**src/rtl/data_transmitter_pkg.sv**
```systemverilog
// Shared types and defaults for the serial/parallel link converter.
package data_transmitter_pkg;

  typedef enum logic [1:0] {
    IDLE,
    SIPO_SHIFT,
    PISO_SHIFT
  } xfer_state_t;

  localparam int DEFAULT_WIDTH = 8;

endpackage

```
**src/rtl/xfer_bit_counter.sv**
```systemverilog
// Modulo-WIDTH bit counter with synchronous clear and enable.
// last_o flags the final bit position of a transfer.
module xfer_bit_counter
  import data_transmitter_pkg::*;
#(
  parameter int WIDTH = DEFAULT_WIDTH
) (
  input  logic clk,
  input  logic rst,
  input  logic clr_i,
  input  logic en_i,
  output logic last_o
);

  localparam int CW = $clog2(WIDTH + 1);

  logic [CW-1:0] cnt_q;
  logic [CW-1:0] cnt_d;

  assign last_o = (cnt_q == CW'(WIDTH - 1));

  always_comb begin
    cnt_d = cnt_q;
    if (clr_i) begin
      cnt_d = '0;
    end else if (en_i) begin
      cnt_d = last_o ? '0 : cnt_q + CW'(1);
    end
  end

  always_ff @(posedge clk) begin
    if (rst) begin
      cnt_q <= '0;
    end else begin
      cnt_q <= cnt_d;
    end
  end

endmodule

```
**src/rtl/data_transmitter.sv**
```systemverilog
// Bidirectional serial/parallel converter: one start pulse runs one
// WIDTH-bit SIPO or PISO transfer through a shared left-shifting register.
module data_transmitter
  import data_transmitter_pkg::*;
#(
  parameter int WIDTH = DEFAULT_WIDTH
) (
  input  logic             clk,
  input  logic             rst,
  input  logic             mode_select,
  input  logic             start,
  input  logic             serial_in,
  input  logic [WIDTH-1:0] parallel_in,
  output logic             serial_out,
  output logic [WIDTH-1:0] parallel_out
);

  xfer_state_t      state_q;
  logic [WIDTH-1:0] shreg_q;
  logic             serial_out_q;
  logic [WIDTH-1:0] parallel_out_q;
  logic             last_bit;

  // Counter sits at zero while idle, so an accepted start begins at bit 0.
  xfer_bit_counter #(
    .WIDTH(WIDTH)
  ) u_cnt (
    .clk   (clk),
    .rst   (rst),
    .clr_i (state_q == IDLE),
    .en_i  (state_q != IDLE),
    .last_o(last_bit)
  );

  always_ff @(posedge clk) begin
    if (rst) begin
      state_q        <= IDLE;
      shreg_q        <= '0;
      serial_out_q   <= 1'b0;
      parallel_out_q <= '0;
    end else begin
      case (state_q)
        IDLE: begin
          if (start) begin
            if (mode_select) begin
              state_q <= SIPO_SHIFT;
            end else begin
              state_q      <= PISO_SHIFT;
              shreg_q      <= parallel_in;
              serial_out_q <= parallel_in[WIDTH-1];
            end
          end
        end
        SIPO_SHIFT: begin
          shreg_q <= {shreg_q[WIDTH-2:0], serial_in};
          if (last_bit) begin
            parallel_out_q <= {shreg_q[WIDTH-2:0], serial_in};
            state_q        <= IDLE;
          end
        end
        PISO_SHIFT: begin
          // MSB already presented at the start edge; each edge exposes the next bit.
          shreg_q <= {shreg_q[WIDTH-2:0], 1'b0};
          if (last_bit) begin
            serial_out_q <= 1'b0;
            state_q      <= IDLE;
          end else begin
            serial_out_q <= shreg_q[WIDTH-2];
          end
        end
        default: state_q <= IDLE;
      endcase
    end
  end

  assign serial_out   = serial_out_q;
  assign parallel_out = parallel_out_q;

endmodule

```
**config.mk**
```make
export PLATFORM = sky130hd
export DESIGN_NAME = data_transmitter
export DESIGN_NICKNAME = d
export VERILOG_FILES = /design/src/rtl/data_transmitter_pkg.sv /design/src/rtl/xfer_bit_counter.sv /design/src/rtl/data_transmitter.sv
export SDC_FILE = /design/constraint.sdc
export NUM_CORES = 1
export LEC_CHECK = 0
export CAP_MARGIN = 20
export CORE_MARGIN = 2
export CORE_UTILIZATION = 45
export CTS_BUF_LIST = sky130_fd_sc_hd__clkbuf_8
export DETAILED_ROUTE_END_ITERATION = 16
export GPL_ROUTABILITY_DRIVEN = 0
export HOLD_SLACK_MARGIN = 0.15
export PLACE_DENSITY = 0.74
export SLEW_MARGIN = 20
export SYNTH_ARGS = -nofsm -noshare
export SYNTH_HDL_FRONTEND = slang
export SYNTH_SLANG_ARGS = --single-unit
```
**constraint.sdc**
```tcl
create_clock -name clk -period 1.8 [get_ports clk]
set_clock_uncertainty 0.05 [all_clocks]
set_input_delay 0.45 -clock clk [delete_from_list [all_inputs] [get_ports clk]]
set_output_delay 0.45 -clock clk [all_outputs]
set_load 0.02 [all_outputs]
```
==> flow_summary_export.csv, run 1 <==
group,metric,value,unit
timing,setup_tns,0,ns
run,maxCapViolations,0,
clocking,htree_levels,1,
logic_synthesis,synth_nets,146,
global_route,grt.total_usage,20.05,%
final_layout,finalNetCount,170,
route,ant_nets,0,
logic_synthesis,synthCells,128,
die,fp-row-count,18,
logic_synthesis,synth.distinct_cells,33,
route,initialDrtViolationCount,26,
power,ir_drop,0.0008695,V
timing,max-slew-margin-rel,75.92,%
global_route,grt_remaining_overflow,0,
logic_synthesis,netlist_top_cells_area,"dfxtp_1 40%, a21oi_1 6.7%, ha_1 5.6%",
setup_path,crit_required,1.30,ns
route,wire_per_inst,13.80,um
place,pre_cts_ws,-0.04302,ns
die,dieArea,2885,um2
logic_synthesis,synth_warnings,0,
final_layout,area_delta_synth_final,29.36,%
timing,tightest_slew,0.3612,ns
route,drc,0,
clocking,numCtsBuffers,3,
power,power_density,1146,nW/um2
setup_path,path_class,"flop to primary output",
global_route,first_global_vias,933,
setup_path,path_delay_family,"buffers and inverters",
logic_synthesis,netlist.area_leader.share,39.60,%
setup_path,cp_slowest_cell,"clkdlybuf4s50_1",
die,start_util,46.16,%
die,die-width,53.72,um
clocking,cts-root-buf,"clkbuf_8",
final_layout,drive_gt1_share,10.60,%
power,pwr-share-clk,27.5,%
logic_synthesis,ys_seq_elements,22,
setup_path,cp.arrival,1.21,ns
clocking,cts_sinks,22,
final_layout,design_area,1439,um2
timing,rsz0062_at_grt,"false",
timing,final_max_slew_viol_count,0,
power,leakage,0.6117,nW
final_layout,nFillCells,223,
timing,hold_ws,0.4061,ns
route,routed_wl,2497,um
place,dp_hpwl,1856,um
power,p_int,1.102,mW
clocking,hold_buffers,0,
route,via_per_inst,5.608,
route,dr.pass1.iters,4,
final_layout,layout_common_cells,"22 x dfxtp_1, 21 x clkdlybuf4s50_1, 16 x nand2_1",
power,p_sw_share,33.20,%
setup_path,cp_slowest_stage_delay,0.60,ns
setup_path,cp_num_buf_inv,1,
setup_path,crit_path_end_kind,"primary output",
die,core,2410,um2
timing,setup_ws,0.09411,ns
run_status,status,"complete, no violations",
clocking,cts_tree,"done",
setup_path,crit_fanout,2,
timing,fmax,586.2,MHz
worst_hold_path,hp-class,"flop to flop",
setup_path,crit_chain,"clkdlybuf4s50_1",
clocking,worstSkewPairLatency,0.26,ns
power,pwr-share-comb,36.1,%
power,seq_power_share,36.4,%
timing,period_share,94.77,%
die,ios,22,
clocking,clk_pin_slew,0.08,ns
place,placed_area,1365,um2
timing,layout_min_cycle_time,1.706,ns
power,total_power,1.650,mW
power,switching_power,0.5476,mW
timing,setup-violations-final,0,
place,port_buffers,21,
final_layout,antenna_cells,0,
die,die_h,53.72,um
global_route,antenna_found_initial,0,
logic_synthesis,syn_area_per_cell,8.690,um2
logic_synthesis,syn_area,1112,um2
global_route,grt_pass1_wl,4133,um
route,vias,1015,
clocking,clockBufferDepth,2,
logic_synthesis,netlist.top_cell.by_area,"dfxtp_1",
final_layout,final_common_cell,"dfxtp_1",
timing,hold_viol_final,0,
global_route,grt_max_degree,14,
setup_path,cp-start-kind,"flop",
logic_synthesis,synth_seq_area_share,39.60,%
==> power groups by stage <==
stage | clock, mW | sequential (mW) | combinational (mW)
detailed placement | 0 | 0.611 | 0.584
floorplan | 0 | 0.606 | 0.400
global placement | 0 | 0.609 | 0.565
global route | 0.480 | 0.607 | 0.669
CTS | 0.461 | 0.599 | 0.591
finish | 0.454 | 0.600 | 0.596
==> kinds of logic after synthesis <==
group,after synthesis,share of synthesized area (%)
xor+xnor,3,2.363
mux,1,0.8999
buf+inv,16,6.974
simple gates,37,17.10
compound gates,44,27.45
flops,22,39.59
fa+ha+maj,5,5.624
==> stage by stage <==
stage	utilization (%)	std cells
after floorplan	-	128
after global placement	56.65	177
after detailed placement	56.65	177
after CTS	59.61	181
after global routing	59.71	181
final	59.71	181
==> per-layer routing <==
metal	part of all wire, %	global-route usage (%)	up-vias
met2	50	35.37	25
li1	-	-	515
met5	0	0	-
met1	44	23.20	473
met4	0.76	8.974	0
met3	4.4	3.889	2
==> worst min-delay path: stages (launching register included) <==
cell     delay, ns
dfxtp_1       0.31
nand2_1       0.05
a21oi_1       0.05
==> synthesized netlist by cell type <==
master,n
nor2b_1,2
ha_1,5
a21boi_0,1
xor2_1,2
o41ai_1,2
clkbuf_1,5
o21ai_1,7
a21o_2,1
or4_4,1
o311ai_1,2
xnor2_1,1
nand3b_1,2
nand3_1,2
o31a_1,1
o211a_1,6
and2_1,1
o311ai_0,7
a311oi_1,1
o21ai_0,1
and3_1,1
buf_2,2
nand2_1,16
buf_1,1
inv_1,6
nand4b_1,2
and2_4,1
and4b_1,1
a21oi_1,15
nor2_1,6
mux2i_1,1
buf_6,2
nor3_1,2
dfxtp_1,22
==> flip-flops by register name, indices dropped and copies added, names as in the netlist <==
register,count
parallel_out,8
shreg_q,7
u_cnt.cnt_q,4
state_q,2
serial_out,1
==> timing repair <==
item,CTS,global route
setup endpoints to repair,0,9
gates resized for setup,0,3
setup buffers,0,0
==> final timing paths <==
path / from / endpoint / slack, ns / cells after the start
setup reg to reg: state_q[0] / shreg_q[0] / 0.15 / 5
setup / recovery: serial_out / serial_out / 0.09 / 1
hold / removal: parallel_out[3] / parallel_out[3] / 0.41 / 2
hold reg to reg: parallel_out[3] / parallel_out[3] / 0.41 / 2
==> area by class of cell <==
cell class                      instances  area [um2]  area share, %
Clock inverter                          1       30.03          2.087
Inverter                                6       22.52          1.565
Timing Repair Buffer                   29       270.3          18.78
Tap cell                               30       37.54          2.609
Multi-Input combinational cell         90       596.8          41.48
Sequential cell                        22       440.4          30.61
Clock buffer                            3       41.29          2.870
(Power assumes the default switching activity.)
==> run 2: changes to the inputs <==
--- a/config.mk
+++ b/config.mk
@@ -7,12 +7,11 @@
 export LEC_CHECK = 0
 export CAP_MARGIN = 20
 export CORE_MARGIN = 2
-export CORE_UTILIZATION = 45
+export CORE_UTILIZATION = 30
 export CTS_BUF_LIST = sky130_fd_sc_hd__clkbuf_8
 export DETAILED_ROUTE_END_ITERATION = 16
 export GPL_ROUTABILITY_DRIVEN = 0
 export HOLD_SLACK_MARGIN = 0.15
-export PLACE_DENSITY = 0.74
 export SLEW_MARGIN = 20
 export SYNTH_ARGS = -nofsm -noshare
 export SYNTH_HDL_FRONTEND = slang
==> run 2 against run 1 <==
  * Clock power is 34% lower
  * Core utilization is 19 points lower
  * Maximum frequency is 1.1% lower
  * Count of clock-buffer cells in the layout stayed put
  * Cell count is 13% higher
  * Routed wire length is 5.4% higher
  * Register-to-register slack worse by 0.08 ns
  * Die area is 46% higher
  * Critical endpoint is now shreg_q[6]
==> flow_summary_export.csv, run 2 (synthesis results as in run 1) <==
group,metric,value,unit
setup_path,path_class,"flop to flop",
timing,fmax,579.5,MHz
route,wire_per_inst,12.90,um
setup_path,r2r_cells,6,
worst_hold_path,hp-class,"flop to flop",
setup_path,crit_fanout,7,
setup_path,cp-startpoint,"state_q[1]",
power,leakage,0.6269,nW
clocking,hold_buffers,0,
route,dr.pass1.iters,4,
die,start_util,30.85,%
global_route,grt_max_degree,15,
place,port_buffers,21,
die,dieArea,4211,um2
setup_path,cp.arrival,1.87,ns
timing,hold_ws,0.4048,ns
die,die_h,64.89,um
place,dp.cells,200,
timing,period_share,95.87,%
setup_path,cp-start-kind,"flop",
setup_path,crit_required,1.94,ns
setup_path,crit_end,"shreg_q[6]",
route,routed_wl,2631,um
route,ant_nets,0,
final_layout,drive_gt1_share,14.10,%
place,pre_cts_ws,-0.1625,ns
route,via_per_inst,5.010,
timing,layout_min_cycle_time,1.726,ns
global_route,grt_pass1_wl,4347,um
die,core,3606,um2
clocking,htree_levels,1,
die,fp-row-count,22,
die,ios,22,
place,dp_hpwl,2024,um
clocking,cts-root-buf,"clkbuf_8",
global_route,grt.total_usage,13.33,%
power,ir_drop,0.0004005,V
final_layout,final-instance-count-excl-fill,204,
final_layout,antenna_cells,0,
worst_hold_path,hp-start,"parallel_out[0]",
power,power_density,1044,nW/um2
timing,rsz0062_at_grt,"false",
final_layout,layout_common_cells,"22 x dfxtp_1, 21 x clkdlybuf4s50_1, 16 x nand2_1",
setup_path,crit_path_end_kind,"flop",
global_route,first_global_vias,934,
final_layout,largest_reg_flops,8,
timing,tightest_slew,0.3986,ns
setup_path,r2r-end,"shreg_q[6]",
clocking,clockBufferDepth,2,
clocking,clk_pin_slew,0.08,ns
final_layout,final_common_cell,"dfxtp_1",
global_route,antenna_found_initial,0,
final_layout,area_delta_synth_final,33.07,%
timing,max-slew-margin-rel,73.43,%
route,vias,1022,
setup_path,rrSetupSlack,0.07,ns
timing,setup-violations-final,0,
die,die-width,64.89,um
setup_path,regToRegStartpoint,"state_q[1]",
global_route,grt_remaining_overflow,0,
route,initialDrtViolationCount,45,
clocking,cts_tree,"done",
clocking,cts_sinks,22,
timing,final_max_slew_viol_count,0,
run,maxCapViolations,0,
route,drc,0,
power,total_power,1.545,mW
timing,hold_viol_final,0,
clocking,numCtsBuffers,3,
final_layout,finalNetCount,176,
run_status,status,"complete, no violations",
clocking,worstSkewPairLatency,0.26,ns
final_layout,utilization,41.05,%
timing,setup_ws,0.07440,ns
-- run 2: cell count changes in the layout (fill, tap and decap cells not counted) --
cell	previous run	this run
a21boi_1	1	0
o21ai_1	7	6
o21ai_2	0	1
a21boi_0	0	1
buf_4	8	14
bufinv_16	1	0
-- run 2: critical path, cell delays in order, from the launching register on --
cell and delay (ns):
dfxtp_1 0.33, inv_1 0.06, buf_4 0.14, ha_1 0.18, and2_4 0.17, or4_4 0.57
o21ai_1 0.15
-- run 2: report_power, final --
part           switching (mW)  internal, mW  leakage (nW)
Sequential             0.0489         0.552         0.179
Combinational           0.356         0.291         0.427
Clock                   0.149         0.149        0.0216
-- run 2: metrics by stage --
step           instance area, um2  setup TNS [ns]
2_1_floorplan                1112               0
3_3_place_gp                 1425         -0.9664
3_5_place_dp                 1425          -1.054
4_1_cts                      1466               0
5_1_grt                      1480               0
6_report                     1480               0
-- run 2: timing repair --
action / CTS / global route
endpoints found under the setup margin: 0 / 3
gates resized for setup: 0 / 3
setup buffers: 0 / 1
-- run 2: cell type report --
type	instances	area [um2]
Fill cell	375	2126
Multi-Input combinational cell	90	600.6
Sequential cell	22	440.4
Timing Repair Buffer	35	315.3
Tap cell	48	60.06
Clock buffer	3	41.29
Inverter	6	22.52
-- run 2: how the worst min path moves through the flow --
stage                            to  slack (ns)  cells after the start
global placement    parallel_out[3]        0.40                      2
CTS                 parallel_out[4]        0.41                      2
floorplan           parallel_out[7]        0.39                      2
global route        parallel_out[0]        0.42                      2
finish              parallel_out[0]        0.40                      2
detailed placement  parallel_out[4]        0.40                      2
-- run 2: layer usage --
layer | global-route usage [%] | vias up | routed length, um
li1 | - | 524 | -
met1 | 16.40 | 479 | 1248
met2 | 22.42 | 17 | 1267
met3 | 2.778 | 2 | 87
met4 | 5.585 | 0 | 27
met5 | 0 | - | 0
==> patch 1: new RTL, settings of run 1 <==
Change the package constant `DEFAULT_WIDTH` from 8 to 16.
--- a/src/rtl/data_transmitter_pkg.sv
+++ b/src/rtl/data_transmitter_pkg.sv
@@ -9,3 +9,3 @@
 
-  localparam int DEFAULT_WIDTH = 8;
+  localparam int DEFAULT_WIDTH = 16;
 
Interface: changed (resized parallel_in and parallel_out); port bits go from 22 to 38. The function was not compared with the original's and may differ.
==> patch 1 against run 1 <==
Final cell count is 55% higher; worst setup slack worse by 0.039 ns; synthesized area is 49% higher; sequential cell count is 17 higher; wire length is 39% higher; clock power is 62% higher; power is 20% higher; cell area is 54% higher; sequential share of layout area is 4.7 points higher; die area is 45% higher; synthesized cell count is 48% higher; critical endpoint is now parallel_out[7]; largest cell class is now flip-flops and latches.
==> patch 1: results (changes against run 1) <==
- Status: completed
- Worst r2r path cells: 7 (+2)
- Synth Warn #: 0 (unchanged)
- Area post-placement: 2100 sq um (+54%)
- Met2 wire length: 1.46 mm (+16%)
- M1 WL: 1.81 mm (+63%)
- Worst Setup SP: parallel_out[7]
- HPWL after DPL: 2.48 mm (+34%)
- Final worst slack: 0.0553 ns (-0.0389 ns)
- Layout Nets: 256 (+51%)
- Tightest Pin Transition: 0.222 ns (-0.139 ns)
- Drt wl/cell: 12.4 microns (-10%)
- Ranking of synthesized cells by area: dfxtp_1, nand2_1, a22oi_1
- GRT Total Usage: 18.0% (-2.0 points)
- H-tree depth: 2 (+1)
- Sequential area share after synthesis: 47.2% (+7.6 points)
- Hold Crit Class: reg2reg
- Layout cells sized above 1: 14.7% (+4.1 points)
- Hold_ws: 0.403 ns (-0.00277 ns)
- Pre-CTS setup slack: -0.0378 ns (+0.00524 ns)
- Vias: 1435 (+41%)
- Complex-gate fraction of the synthesized area: 24.6% (-2.9 points)
- WP data arrival: 1.24 ns (+0.03 ns)
- Pin count of the biggest net entering global routing: 31 (+17)
- Setup crit end: parallel_out[7]
- Clk slew on worst S/H paths: 0.08 ns (about the same)
- Adder-Cell Fraction of Synth Area: 3.03% (-2.6 points)
- CP Max Fanout: 2 (unchanged)
- Clock Latency Late Sink: 0.30 ns (+0.04 ns)
- Mapped Nets: 214 (+47%)
- Starting DRT DRC Count: 144 (+450%)
- Count of different cell masters after synthesis: 32 (-3.0%)
- Placed cell count: 272 (+54%)
- Post-synthesis xor/xnor area fraction: 0.530% (-1.8 points)
- Max reg flops: 16 (+8)
- Multiplexer share of the synthesized area: 0% (-0.90 points)
- Via-to-Cell Ratio: 5.13 (-8.6%)
- GR Layer Usage met2: 23.4% (-12 points)
- Worst Hold End: parallel_out[0]
- Fill count: 326 (+46%)
- Top cells by count, synth: dfxtp_1, nand2_1, nor2_1
- HP Start: parallel_out[0]
- Vias in the first global route: 1165 (+25%)
- DR WL met3: 108 microns (-2.7%)
- First-pass GRT wire length: 5.66 mm (+37%)
- Met1 GRT Util: 26.6% (+3.4 points)
- Synth Instances: 189 (+48%)
- Port-buffer cells: 37 (+76%)
- Num CTS Buffers: 5 (+2)
- VDD IR max: 0.405 mV (-53%)
- DRC: 0 (unchanged)
- Reg2Reg Capture Point: shreg_q[7]
- Multi-input gate area: 771 sq um (+29%)
- Met3 GRT Util: 5.73% (+1.8 points)
- Leakage power: 0.774 nW (+26%)
[patch 1: cell types whose count changed after synthesis, moves of 9 or more]
cell	delta
nor2_1	+15
dfxtp_1	+17
nand2_1	+20
a22oi_1	+16
a21oi_2	+9
a211oi_1	+15
[patch 1: power by group]
group	total [mW]	internal (mW)	leakage, nW	switching (mW)
Combinational	0.299	0.151	0.398	0.147
Sequential	0.954	0.912	0.317	0.0423
Clock	0.734	0.413	0.0581	0.321
Total	1.99	1.48	0.774	0.511
[patch 1: metrics by stage]
step	power, mW	TNS, ns
2_1_floorplan	1.15	0
3_3_place_gp	1.26	0
4_1_cts	1.99	0
3_5_place_dp	1.27	-0.0378
6_report	1.99	0
5_1_grt	2.08	0
[patch 1: cell type report]
class                           instances  share of cell area (%)
Tap cell                               48                    2.71
Inverter                                6                    1.02
Multi-Input combinational cell        131                    34.8
Clock inverter                          3                    1.98
Sequential cell                        39                    35.3
Clock buffer                            5                    3.11
Timing Repair Buffer                   48                    21.0
==> patch 2: new RTL, config.mk and constraints of run 1 <==
Without the edit above. Register the output `serial_out` once more, with the module's reset; this adds one clock of latency there. The other outputs are not delayed to match.
--- a/src/rtl/data_transmitter.sv
+++ b/src/rtl/data_transmitter.sv
@@ -75,3 +75,9 @@
 
-  assign serial_out   = serial_out_q;
+  always_ff @(posedge clk) begin
+    if (rst) begin
+      serial_out <= '0;
+    end else begin
+      serial_out <= serial_out_q;
+    end
+  end
   assign parallel_out = parallel_out_q;
Formal check against the unedited RTL: not equivalent (Yosys sat finds a counterexample within 4 cycles, from zero or initial values and one cycle with rst high).
==> patch 2 against run 1 <==
Synthesized area increased by 4.8%; worst setup slack about the same; cell area decreased by 0.87%; synthesized cell count unchanged; global-route usage decreased by 1.6 points; wire length decreased by 4.2%; register-to-register slack got worse by 0.05 ns; sequential cell count increased by 1; power increased by 5.5%; largest power group is now combinational logic; first-iteration DRC count decreased by 69%; combinational power increased by 23%.
==> patch 2: results (changes against run 1) <==
- GRT Total Usage: 18.5% (-1.6 points)
- Starting DRT DRC Count: 8 (-69%)
- Mean Syn Cell Area: 9.11 sq um (+4.8%)
- Via-to-Cell Ratio: 5.47 (-2.4%)
- First-pass GRT wire length: 3.93 mm (-5.0%)
- Port-buffer cells: 21 (unchanged)
- Area post-placement: 1380 sq um (+1.1%)
- WP data arrival: 1.21 ns (about the same)
- Clk slew on worst S/H paths: 0.08 ns (about the same)
- VDD IR max: 1.12 mV (+29%)
- Antenna violations before repair: 0 (unchanged)
- Fill count: 253 (+13%)
- Drt first pass iters: 4 (unchanged)
- Pre-CTS setup slack: -0.0114 ns (+0.0316 ns)
- Slowest stage delay, CP: 0.60 ns (about the same)
- Leakage power: 0.507 nW (-17%)
- Fin cells: 175 (-3.3%)
- Num CTS Buffers: 3 (unchanged)
- Pin count of the biggest net entering global routing: 24 (+10)
- Layout cells sized above 1: 11.7% (+1.1 points)
- Synth Warn #: 0 (unchanged)
- Clk buf depth: 2 (unchanged)
- Placed cell count: 171 (-3.4%)
- Max reg flops: 8 (unchanged)
- Clock Tree Root: clkbuf_8
- HPWL after DPL: 1.83 mm (-1.7%)
- Status: completed
- Worst path slowest cell: clkdlybuf4s50_1
- Diodes inserted: 0 (unchanged)
- Worst path top cell family by delay: buffers and inverters
- Count of different cell masters after synthesis: 31 (-6.1%)
- Clock Latency Late Sink: ~0.27 ns
- Ranking of synthesized cells by area: dfxtp_1, a311oi_2, nand2_1
- Hold Crit Class: reg2reg
- Overall routed net length: 2.39 mm (-4.2%)
- H-tree depth: 1 (unchanged)
- Top cells by count, synth: dfxtp_1, nand2_1, a21oi_1
- Post-cts gate resize count: 0 (unchanged)
- Mapped Nets: 146 (unchanged)
- Sequential area share after synthesis: 39.5% (-0.11 points)
- Vias in the first global route: 867 (-7.1%)
- Tightest Pin Transition: 0.324 ns (-0.0369 ns)
- Setup bufs post-CTS: 0 (unchanged)
- Layout Nets: 164 (-3.5%)
- CP Max Fanout: 2 (unchanged)
[patch 2: cell types whose count changed after synthesis, moves of 4 or more]
cell | before | now
o21ai_1 | 7 | 0
a21oi_1 | 15 | 11
a31oi_1 | 0 | 9
o211a_1 | 6 | 1
nand2_1 | 16 | 23
o211ai_1 | 0 | 5
a311oi_2 | 0 | 6
o311ai_0 | 7 | 0
[patch 2: cell families after synthesis]
logic type	after synthesis	synth area share [%]
fa+ha+maj	5	5.36
mux	3	2.58
buf+inv	14	6.87
xor+xnor	3	2.25
flops	23	39.5
compound gates	35	23.6
simple gates	45	19.8
[patch 2: where the power goes]
group	leakage [nW]	switching, mW	internal, mW
Sequential	0.187	0.0760	0.603
Combinational	0.294	0.424	0.307
Clock	0.0255	0.176	0.155
Total	0.507	0.676	1.06
[patch 2: path summary, 6_finish.rpt]
check / start / endpoint / slack (ns) / cells past startpoint
max: parallel_out[3] / parallel_out[3] / 0.09 / 1
max reg2reg: state_q[0] / shreg_q[0] / 0.10 / 5
min: parallel_out[6] / parallel_out[6] / 0.40 / 2
min reg2reg: parallel_out[6] / parallel_out[6] / 0.40 / 2
[patch 2: layer usage]
layer | global-route usage (%) | vias to the layer above | part of all wire [%]
met4 | 4.88 | 0 | 0.67
met3 | 4.84 | 2 | 5.4
met1 | 22.9 | 442 | 45
li1 | - | 492 | -
met5 | 0 | - | 0
met2 | 31.7 | 22 | 49
[patch 2: cell type report]
class	count	area (sq um)	share of cell area, %
multi-input combinational	91	626	43.9
timing repair buffer	24	245	17.2
inverter	3	11.3	0.789
tap	30	37.5	2.63
clock inverter	1	5.00	0.351
sequential	23	460	32.3
clock buffer	3	41.3	2.89
